`src/rtl/esm_pkg.sv`:
```
// esm_pkg: shared constants and slot-state record for the dependency scheduler.
// Latency: n/a (types and constants only).
// Backpressure: n/a.
package esm_pkg;

    localparam int BS_DEF      = 16;
    localparam int BS_BITS_DEF = $clog2(BS_DEF);

    // Per-slot scheduling state. The row is sized for the default slot count;
    // smaller builds leave the upper row bits at zero.
    typedef struct packed {
        logic              valid;
        logic              issued;
        logic [BS_DEF-1:0] row;
    } slot_t;

endpackage

```
`src/rtl/dep_sched_if.sv`:
```
// dep_sched_if: allocation, completion, issue handshake and status bundle of dep_sched.
// Latency: n/a (wiring only).
// Backpressure: issue_valid/issue_ready handshake; alloc and done are unconditional pulses.
interface dep_sched_if #(
    parameter int BS = esm_pkg::BS_DEF
);
    localparam int BS_BITS = $clog2(BS);

    logic               alloc_valid;
    logic [BS_BITS-1:0] alloc_idx;
    logic [BS-1:0]      alloc_dep;
    logic               done_valid;
    logic [BS_BITS-1:0] done_idx;
    logic               issue_valid;
    logic [BS_BITS-1:0] issue_idx;
    logic               issue_ready;
    logic [BS-1:0]      occupied;
    logic               alloc_err;

    // Environment side: allocates, completes and consumes offers.
    modport master (
        output alloc_valid, alloc_idx, alloc_dep, done_valid, done_idx, issue_ready,
        input  issue_valid, issue_idx, occupied, alloc_err
    );

    // Scheduler side.
    modport slave (
        input  alloc_valid, alloc_idx, alloc_dep, done_valid, done_idx, issue_ready,
        output issue_valid, issue_idx, occupied, alloc_err
    );
endinterface

```
`src/rtl/dep_sched_pick.sv`:
```
// dep_sched_pick: chooses one ready slot (oldest when DEP_SCHED_AGE_EN is defined, else lowest index).
// Latency: combinational.
// Backpressure: none; the caller decides when to register the grant.
module dep_sched_pick
    import esm_pkg::*;
#(
    parameter int BS = BS_DEF
) (
    input  logic [BS-1:0]         ready,
`ifdef DEP_SCHED_AGE_EN
    input  logic [BS-1:0]         age [BS],   // age[i][j]: slot i is older than slot j
`endif
    output logic [BS-1:0]         grant,
    output logic [$clog2(BS)-1:0] idx
);
    localparam int BS_BITS = $clog2(BS);

    logic [BS-1:0] cand;

`ifdef DEP_SCHED_AGE_EN
    // A ready slot is a candidate only if no other ready slot is older than it.
    always_comb begin
        cand = '0;
        for (int i = 0; i < BS; i++) begin
            cand[i] = ready[i];
            for (int j = 0; j < BS; j++) begin
                if (j != i && ready[j] && age[j][i]) begin
                    cand[i] = 1'b0;
                end
            end
        end
    end
`else
    assign cand = ready;
`endif

    // Lowest set candidate bit; also breaks any tie the age matrix leaves.
    assign grant = cand & (~cand + BS'(1));

    // Encode the one-hot grant.
    always_comb begin
        idx = '0;
        for (int i = 0; i < BS; i++) begin
            if (grant[i]) begin
                idx = idx | BS_BITS'(i);
            end
        end
    end

endmodule

```
`src/rtl/dep_sched.sv`:
```
// dep_sched: dependency-matrix scheduler over BS slots; optional oldest-first pick via DEP_SCHED_AGE_EN.
// Latency: slot ready after edge N is offered after edge N+1; one idle cycle follows every accept.
// Backpressure: offer held stable until issue_ready; only a completion of the offered slot withdraws it.
module dep_sched
    import esm_pkg::*;
#(
    parameter int BS = BS_DEF
) (
    input logic        clk,
    input logic        rst_n,
    dep_sched_if.slave bus
);
    localparam int BS_BITS = $clog2(BS);

    slot_t              slot_q [BS];
    logic [BS-1:0]      occ;
    logic [BS-1:0]      ready;
    logic [BS-1:0]      grant;
    logic [BS-1:0]      done_mask;
    logic [BS-1:0]      alloc_row;
    logic [BS_BITS-1:0] pick_idx;
    logic               issue_valid_q;
    logic [BS_BITS-1:0] issue_idx_q;
    logic               alloc_err_q;
    logic               accept;
    logic               done_on_offer;

    // Occupancy and readiness come straight from registered slot state.
    always_comb begin
        occ   = '0;
        ready = '0;
        for (int i = 0; i < BS; i++) begin
            occ[i]   = slot_q[i].valid;
            ready[i] = slot_q[i].valid & ~slot_q[i].issued & (slot_q[i].row == '0);
        end
    end

    // A completing slot is never recorded as a dependency of a same-cycle allocation.
    assign done_mask     = bus.done_valid ? (BS'(1) << bus.done_idx) : '0;
    assign alloc_row     = bus.alloc_dep & occ & ~(BS'(1) << bus.alloc_idx) & ~done_mask;
    assign accept        = issue_valid_q & bus.issue_ready;
    assign done_on_offer = issue_valid_q & bus.done_valid & (bus.done_idx == issue_idx_q);

    // Slot update, applied in priority order issue < done < alloc so a same-slot alloc wins.
    always_ff @(posedge clk or negedge rst_n) begin
        if (!rst_n) begin
            for (int i = 0; i < BS; i++) begin
                slot_q[i] <= '0;
            end
        end else begin
            for (int i = 0; i < BS; i++) begin
                if (accept && issue_idx_q == BS_BITS'(i)) begin
                    slot_q[i].issued <= 1'b1;
                end
                if (bus.done_valid) begin
                    slot_q[i].row[bus.done_idx] <= 1'b0;
                end
                if (bus.done_valid && bus.done_idx == BS_BITS'(i)) begin
                    slot_q[i].valid  <= 1'b0;
                    slot_q[i].issued <= 1'b0;
                end
                if (bus.alloc_valid && bus.alloc_idx == BS_BITS'(i)) begin
                    slot_q[i].valid  <= 1'b1;
                    slot_q[i].issued <= 1'b0;
                    slot_q[i].row    <= BS_DEF'(alloc_row);
                end
            end
        end
    end

`ifdef DEP_SCHED_AGE_EN
    logic [BS-1:0] age_q [BS];

    // New slot is younger than every slot still occupied after this edge.
    always_ff @(posedge clk or negedge rst_n) begin
        if (!rst_n) begin
            for (int i = 0; i < BS; i++) begin
                age_q[i] <= '0;
            end
        end else if (bus.alloc_valid) begin
            for (int i = 0; i < BS; i++) begin
                if (bus.alloc_idx == BS_BITS'(i)) begin
                    age_q[i] <= '0;
                end else begin
                    age_q[i][bus.alloc_idx] <= occ[i] & ~done_mask[i];
                end
            end
        end
    end
`endif

    dep_sched_pick #(.BS(BS)) u_pick (
        .ready (ready),
`ifdef DEP_SCHED_AGE_EN
        .age   (age_q),
`endif
        .grant (grant),
        .idx   (pick_idx)
    );

    // Registered offer: hold until accepted or completed, then idle one cycle before re-picking.
    always_ff @(posedge clk or negedge rst_n) begin
        if (!rst_n) begin
            issue_valid_q <= 1'b0;
            issue_idx_q   <= '0;
        end else if (issue_valid_q) begin
            if (accept || done_on_offer) begin
                issue_valid_q <= 1'b0;
            end
        end else if (|grant) begin
            issue_valid_q <= 1'b1;
            issue_idx_q   <= pick_idx;
        end
    end

    // Sticky error: allocation landed on a slot that is not completing this cycle.
    always_ff @(posedge clk or negedge rst_n) begin
        if (!rst_n) begin
            alloc_err_q <= 1'b0;
        end else if (bus.alloc_valid && occ[bus.alloc_idx] &&
                     !(bus.done_valid && bus.done_idx == bus.alloc_idx)) begin
            alloc_err_q <= 1'b1;
        end
    end

    assign bus.issue_valid = issue_valid_q;
    assign bus.issue_idx   = issue_idx_q;
    assign bus.occupied    = occ;
    assign bus.alloc_err   = alloc_err_q;

endmodule

```
`src/flat_wrapper.sv`:
```
// flat-port wrapper written by rule: the top's interface ports become plain ports
module dep_sched_flat import esm_pkg::*;
#(
    parameter int BS = BS_DEF
)
  (clk, rst_n, bus_alloc_valid, bus_alloc_idx, bus_alloc_dep, bus_done_valid, bus_done_idx, bus_issue_ready, bus_issue_valid, bus_issue_idx, bus_occupied, bus_alloc_err);
  dep_sched_if #(.BS(BS)) bus_i ();
  input logic clk;
  input logic rst_n;
  input wire logic [$bits(bus_i.alloc_valid)-1:0] bus_alloc_valid;
  input wire logic [$bits(bus_i.alloc_idx)-1:0] bus_alloc_idx;
  input wire logic [$bits(bus_i.alloc_dep)-1:0] bus_alloc_dep;
  input wire logic [$bits(bus_i.done_valid)-1:0] bus_done_valid;
  input wire logic [$bits(bus_i.done_idx)-1:0] bus_done_idx;
  input wire logic [$bits(bus_i.issue_ready)-1:0] bus_issue_ready;
  output wire logic [$bits(bus_i.issue_valid)-1:0] bus_issue_valid;
  output wire logic [$bits(bus_i.issue_idx)-1:0] bus_issue_idx;
  output wire logic [$bits(bus_i.occupied)-1:0] bus_occupied;
  output wire logic [$bits(bus_i.alloc_err)-1:0] bus_alloc_err;
  assign bus_i.alloc_valid = bus_alloc_valid;
  assign bus_i.alloc_idx = bus_alloc_idx;
  assign bus_i.alloc_dep = bus_alloc_dep;
  assign bus_i.done_valid = bus_done_valid;
  assign bus_i.done_idx = bus_done_idx;
  assign bus_i.issue_ready = bus_issue_ready;
  assign bus_issue_valid = bus_i.issue_valid;
  assign bus_issue_idx = bus_i.issue_idx;
  assign bus_occupied = bus_i.occupied;
  assign bus_alloc_err = bus_i.alloc_err;
  dep_sched #(.BS(BS)) u_core (.clk(clk), .rst_n(rst_n), .bus(bus_i));
endmodule
```
`config.mk`:
```
export PLATFORM = sky130hd
export DESIGN_NAME = dep_sched_flat
export DESIGN_NICKNAME = d
export VERILOG_FILES = /design/src/rtl/esm_pkg.sv /design/src/rtl/dep_sched_if.sv /design/src/rtl/dep_sched_pick.sv /design/src/rtl/dep_sched.sv /design/src/flat_wrapper.sv
export SDC_FILE = /design/constraint.sdc
export NUM_CORES = 1
export LEC_CHECK = 0
export CELL_PAD_IN_SITES_DETAIL_PLACEMENT = 0
export CELL_PAD_IN_SITES_GLOBAL_PLACEMENT = 2
export CORE_MARGIN = 2
export CORE_UTILIZATION = 38
export CTS_CLUSTER_DIAMETER = 50
export DETAILED_ROUTE_END_ITERATION = 6
export PLACE_DENSITY_LB_ADDON = 0.2
export SLEW_MARGIN = 20
export SYNTH_ARGS = -nofsm -noshare
export SYNTH_HDL_FRONTEND = slang
export SYNTH_SLANG_ARGS = --single-unit
```
`constraint.sdc`:
```
create_clock -name clk -period 2.6 [get_ports clk]
set_input_delay 0.52 -clock clk [delete_from_list [all_inputs] [get_ports clk]]
set_output_delay 0.52 -clock clk [all_outputs]
set_load 0.01 [all_outputs]
```
==> flow_summary_export.csv <==
group,metric,value,unit
layout,fin_util,49.1,%
timing,rsz0062_at_grt,"no",
clocking,clk_latency,530,ps
worst_setup_path,max_stage_delay,760,ps
timing,clock_skew,13.8,ps
placed_design,numPlacedInstances,2013,
placed_design,place_hpwl,34.6,mm
worst_hold_path,hold_path_class,"reg2reg",
layout,fillers,3163,
synthesis,synth-seq-cells,294,
layout,drive_above_1_share,15.9,%
floorplanning,start_util,38.7,%
layout,num-nets-final,1638,
timing,finalCritPeriodShare,95.4,%
timing,hold_viol_final,0,
synthesis,synth_mux_area_share,0.982,%
synthesis,synth_top_family_by_area,"simple AND/OR/NAND/NOR gates",
floorplanning,io_pins,51,
timing,setup_viol,0,
placed_design,io_buffers,50,
layout,final_common_cell,"nand2_1",
worst_setup_path,cp_cell_sequence,"clkdlybuf4s50_1",
timing,slew_headroom,41.9,%
synthesis,yosysUniqueCellTypes,48,
run,cap_violations,0,
clocking,cts.sinks,294,
grt,antenna_found_initial,0,
worst_hold_path,holdPathStages,1,
worst_setup_path,critPathSlowestCell,"dfrtp_1",
synthesis,synth_fa_ha_area_share,0,%
drt,routedWlPerCell,24.8,um
floorplanning,core_area,0.0336,mm2
placed_design,gp_congestion,0.888,
synthesis,synth_ff_type,"dfrtp_1",
clocking,clk_pin_slew,50,ps
grt,first_global_vias,11500,
layout,multiInputGateArea,0.00525,mm2
synthesis,netlist_area,0.0130,mm2
grt,grt_pass1_wl,76.6,mm
worst_setup_path,cp_top_family,"flip-flops",
grt,gr-usage-met2,44.1,%
synthesis,synth_compound_area_share,12.5,%
worst_setup_path,critPathKind,"reg2out",
timing,tightest_slew,863,ps
drt,vias,11600,
worst_setup_path,crit_path_end_kind,"output port",
worst_setup_path,path_max_fanout,10,
worst_setup_path,critPathRequiredTime,2080,ps
floorplanning,row_count,67,
floorplanning,die_height,189,um
synthesis,synth_cells,1475,
drt,ant_nets,0,
placed_design,place_ws,44.7,ps
clocking,cts_buffer_depth,3,
timing,max_freq,0.403,GHz
clocking,cts_made_buffers,41,
worst_setup_path,worstReg2RegEnd,"u_core.bus.issue_idx[1]",
grt,gr-usage-met1,43.2,%
layout,area_delta_synth_final,27.1,%
timing,layout_setup_ws,120,ps
grt,top_usage_layer,"met2",
synthesis,syn_area_per_cell,8.81,um2
floorplanning,design.die.area,0.0357,mm2
power_and_ir_drop,powerDensity,890,mW/mm2
power_and_ir_drop,power,14.7,mW
drt,wl,51.7,mm
worst_setup_path,rr_startpoint,"u_core.slot_q[51]",
synthesis,synthXorXnorAreaFrac,0.539,%
worst_setup_path,rrSetupSlack,260,ps
synthesis,synth-async-reset-ratio,100,%
clocking,tritoncts,"done",
drt,drt_iter0_markers,1054,
layout,layout_common_cells,"532 x nand2_1, 294 x dfrtp_1, 256 x a21oi_1, 112 x buf_4, 49 x clkdlybuf4s50_1",
drt,drt-vias-per-instance,5.57,
worst_setup_path,ff2ff_path_depth,6,
synthesis,synthSimpleGateAreaFrac,25.4,%
clocking,cts-root-buf,"clkbuf_16",
worst_setup_path,critPathLaunchType,"register",
worst_setup_path,worst-path-buf-inv,1,
timing,fin_setup_tns,0,ps
layout,fin_cells,2086,
power_and_ir_drop,p_leak,7.28,nW
floorplanning,die_w,189,um
grt,grtUsageMet3,4.75,%
synthesis,synth_edf_count,0,
grt,grt_usage,29.3,%
worst_hold_path,holdPathEnd,"u_core.bus.alloc_err",
outcome,outcome,"complete, no violations",
clocking,post_cts_resized,0,
worst_hold_path,min_from,"u_core.bus.alloc_err",
clocking,htreeDepth,2,
drt,drt_first_pass_iters,5,
drt,remaining_drc_errors,0,
power_and_ir_drop,ir_drop,530,uV
worst_setup_path,critPathArrivalTime,1960,ps
timing,finalWorstPathRequiredPeriod,2480,ps
grt,grt-ovfl-total,0,
synthesis,seq_area_frac_synth,56.6,%
layout,seq_area,0.00736,mm2
synthesis,synth_nets,1504,
timing,maxSlewViolCount,0,
synthesis,ys_warn_count,0,
grt,grt_max_degree,73,
==> stage by stage <==
stage          cell area [um2]  hold slack [ps]
5_1_grt                  16500              510
2_1_floorplan            13000              224
3_3_place_gp             15100              488
3_5_place_dp             15100              474
6_report                 16500              479
4_1_cts                  16500              486
==> Yosys cell counts (4+ instances only) <==
cell type	count	area share, %
mux4_2	5	0.87
nor2_2	5	0.24
a21oi_1	268	10
nor4b_1	13	0.88
nor4_1	38	1.8
xor2_1	6	0.40
dfrtp_1	294	57
nand2_1	532	15
a31oi_1	10	0.48
nand4_1	15	0.72
nand3_1	4	0.15
buf_2	23	0.89
nor3_1	22	0.85
buf_4	19	1.1
clkbuf_1	59	1.7
or4_1	12	0.69
nor2_1	57	1.6
nand2b_1	4	0.19
and2_1	4	0.19
o21ai_0	16	0.62
inv_1	9	0.26
nor3_2	9	0.69
nor3b_1	17	0.98
==> worst max-delay path by stage <==
| stage | startpoint | end | cells after the start |
|---|---|---|---|
| after floorplan | bus_done_idx[0] | u_core.slot_q[114] | 6 |
| after global placement | bus_done_valid | u_core.slot_q[214] | 5 |
| after detailed placement | bus_done_valid | u_core.slot_q[214] | 5 |
| after CTS | u_core.bus.issue_idx[1] | bus_issue_idx[1] | 1 |
| after global routing | u_core.bus.issue_idx[1] | bus_issue_idx[1] | 1 |
| final | u_core.bus.issue_idx[1] | bus_issue_idx[1] | 1 |
==> registers in the layout, indices dropped and copies added, names as in the netlist <==
signal and flops:
u_core.slot_q 272, u_core.bus.occupied 16, u_core.bus.issue_idx 4, u_core.bus.issue_valid 1, u_core.bus.alloc_err 1
==> kinds of logic (layout without fill, tap and decap cells) <==
kind of cell,after synthesis,count (layout)
xor+xnor,8,8
other cells,0,1
compound gates,310,310
mux,6,6
flops,294,294
simple gates,747,747
buf+inv,110,272
==> per-layer routing <==
layer / share of wire [%] / routed length (um)
met4: 3.3 / 1680
met1: 46 / 23900
met2: 44 / 22700
met3: 6.6 / 3400
met5: 0 / 0
==> repair_timing <==
action,4_1_cts,5_1_grt
hold endpoints to repair,56,0
hold buffers,1,0
setup buffers,0,0
==> where the power goes <==
| group | leakage [nW] | internal [mW] | switching (mW) |
|---|---|---|---|
| combinational | 2.67 | 1.32 | 1.87 |
| sequential | 3.94 | 5.26 | 0.566 |
| clock | 0.676 | 3.54 | 2.13 |
==> layout make-up <==
type	count	area share (%)
Multi-Input combinational cell	1071	31.8
Tap cell	448	3.39
Timing Repair Buffer	192	11.7
Clock buffer	57	7.32
Antenna cell	1	0.0152
Clock inverter	14	1.02
Sequential cell	294	44.5
Inverter	9	0.205
(Power assumes the default switching activity.)
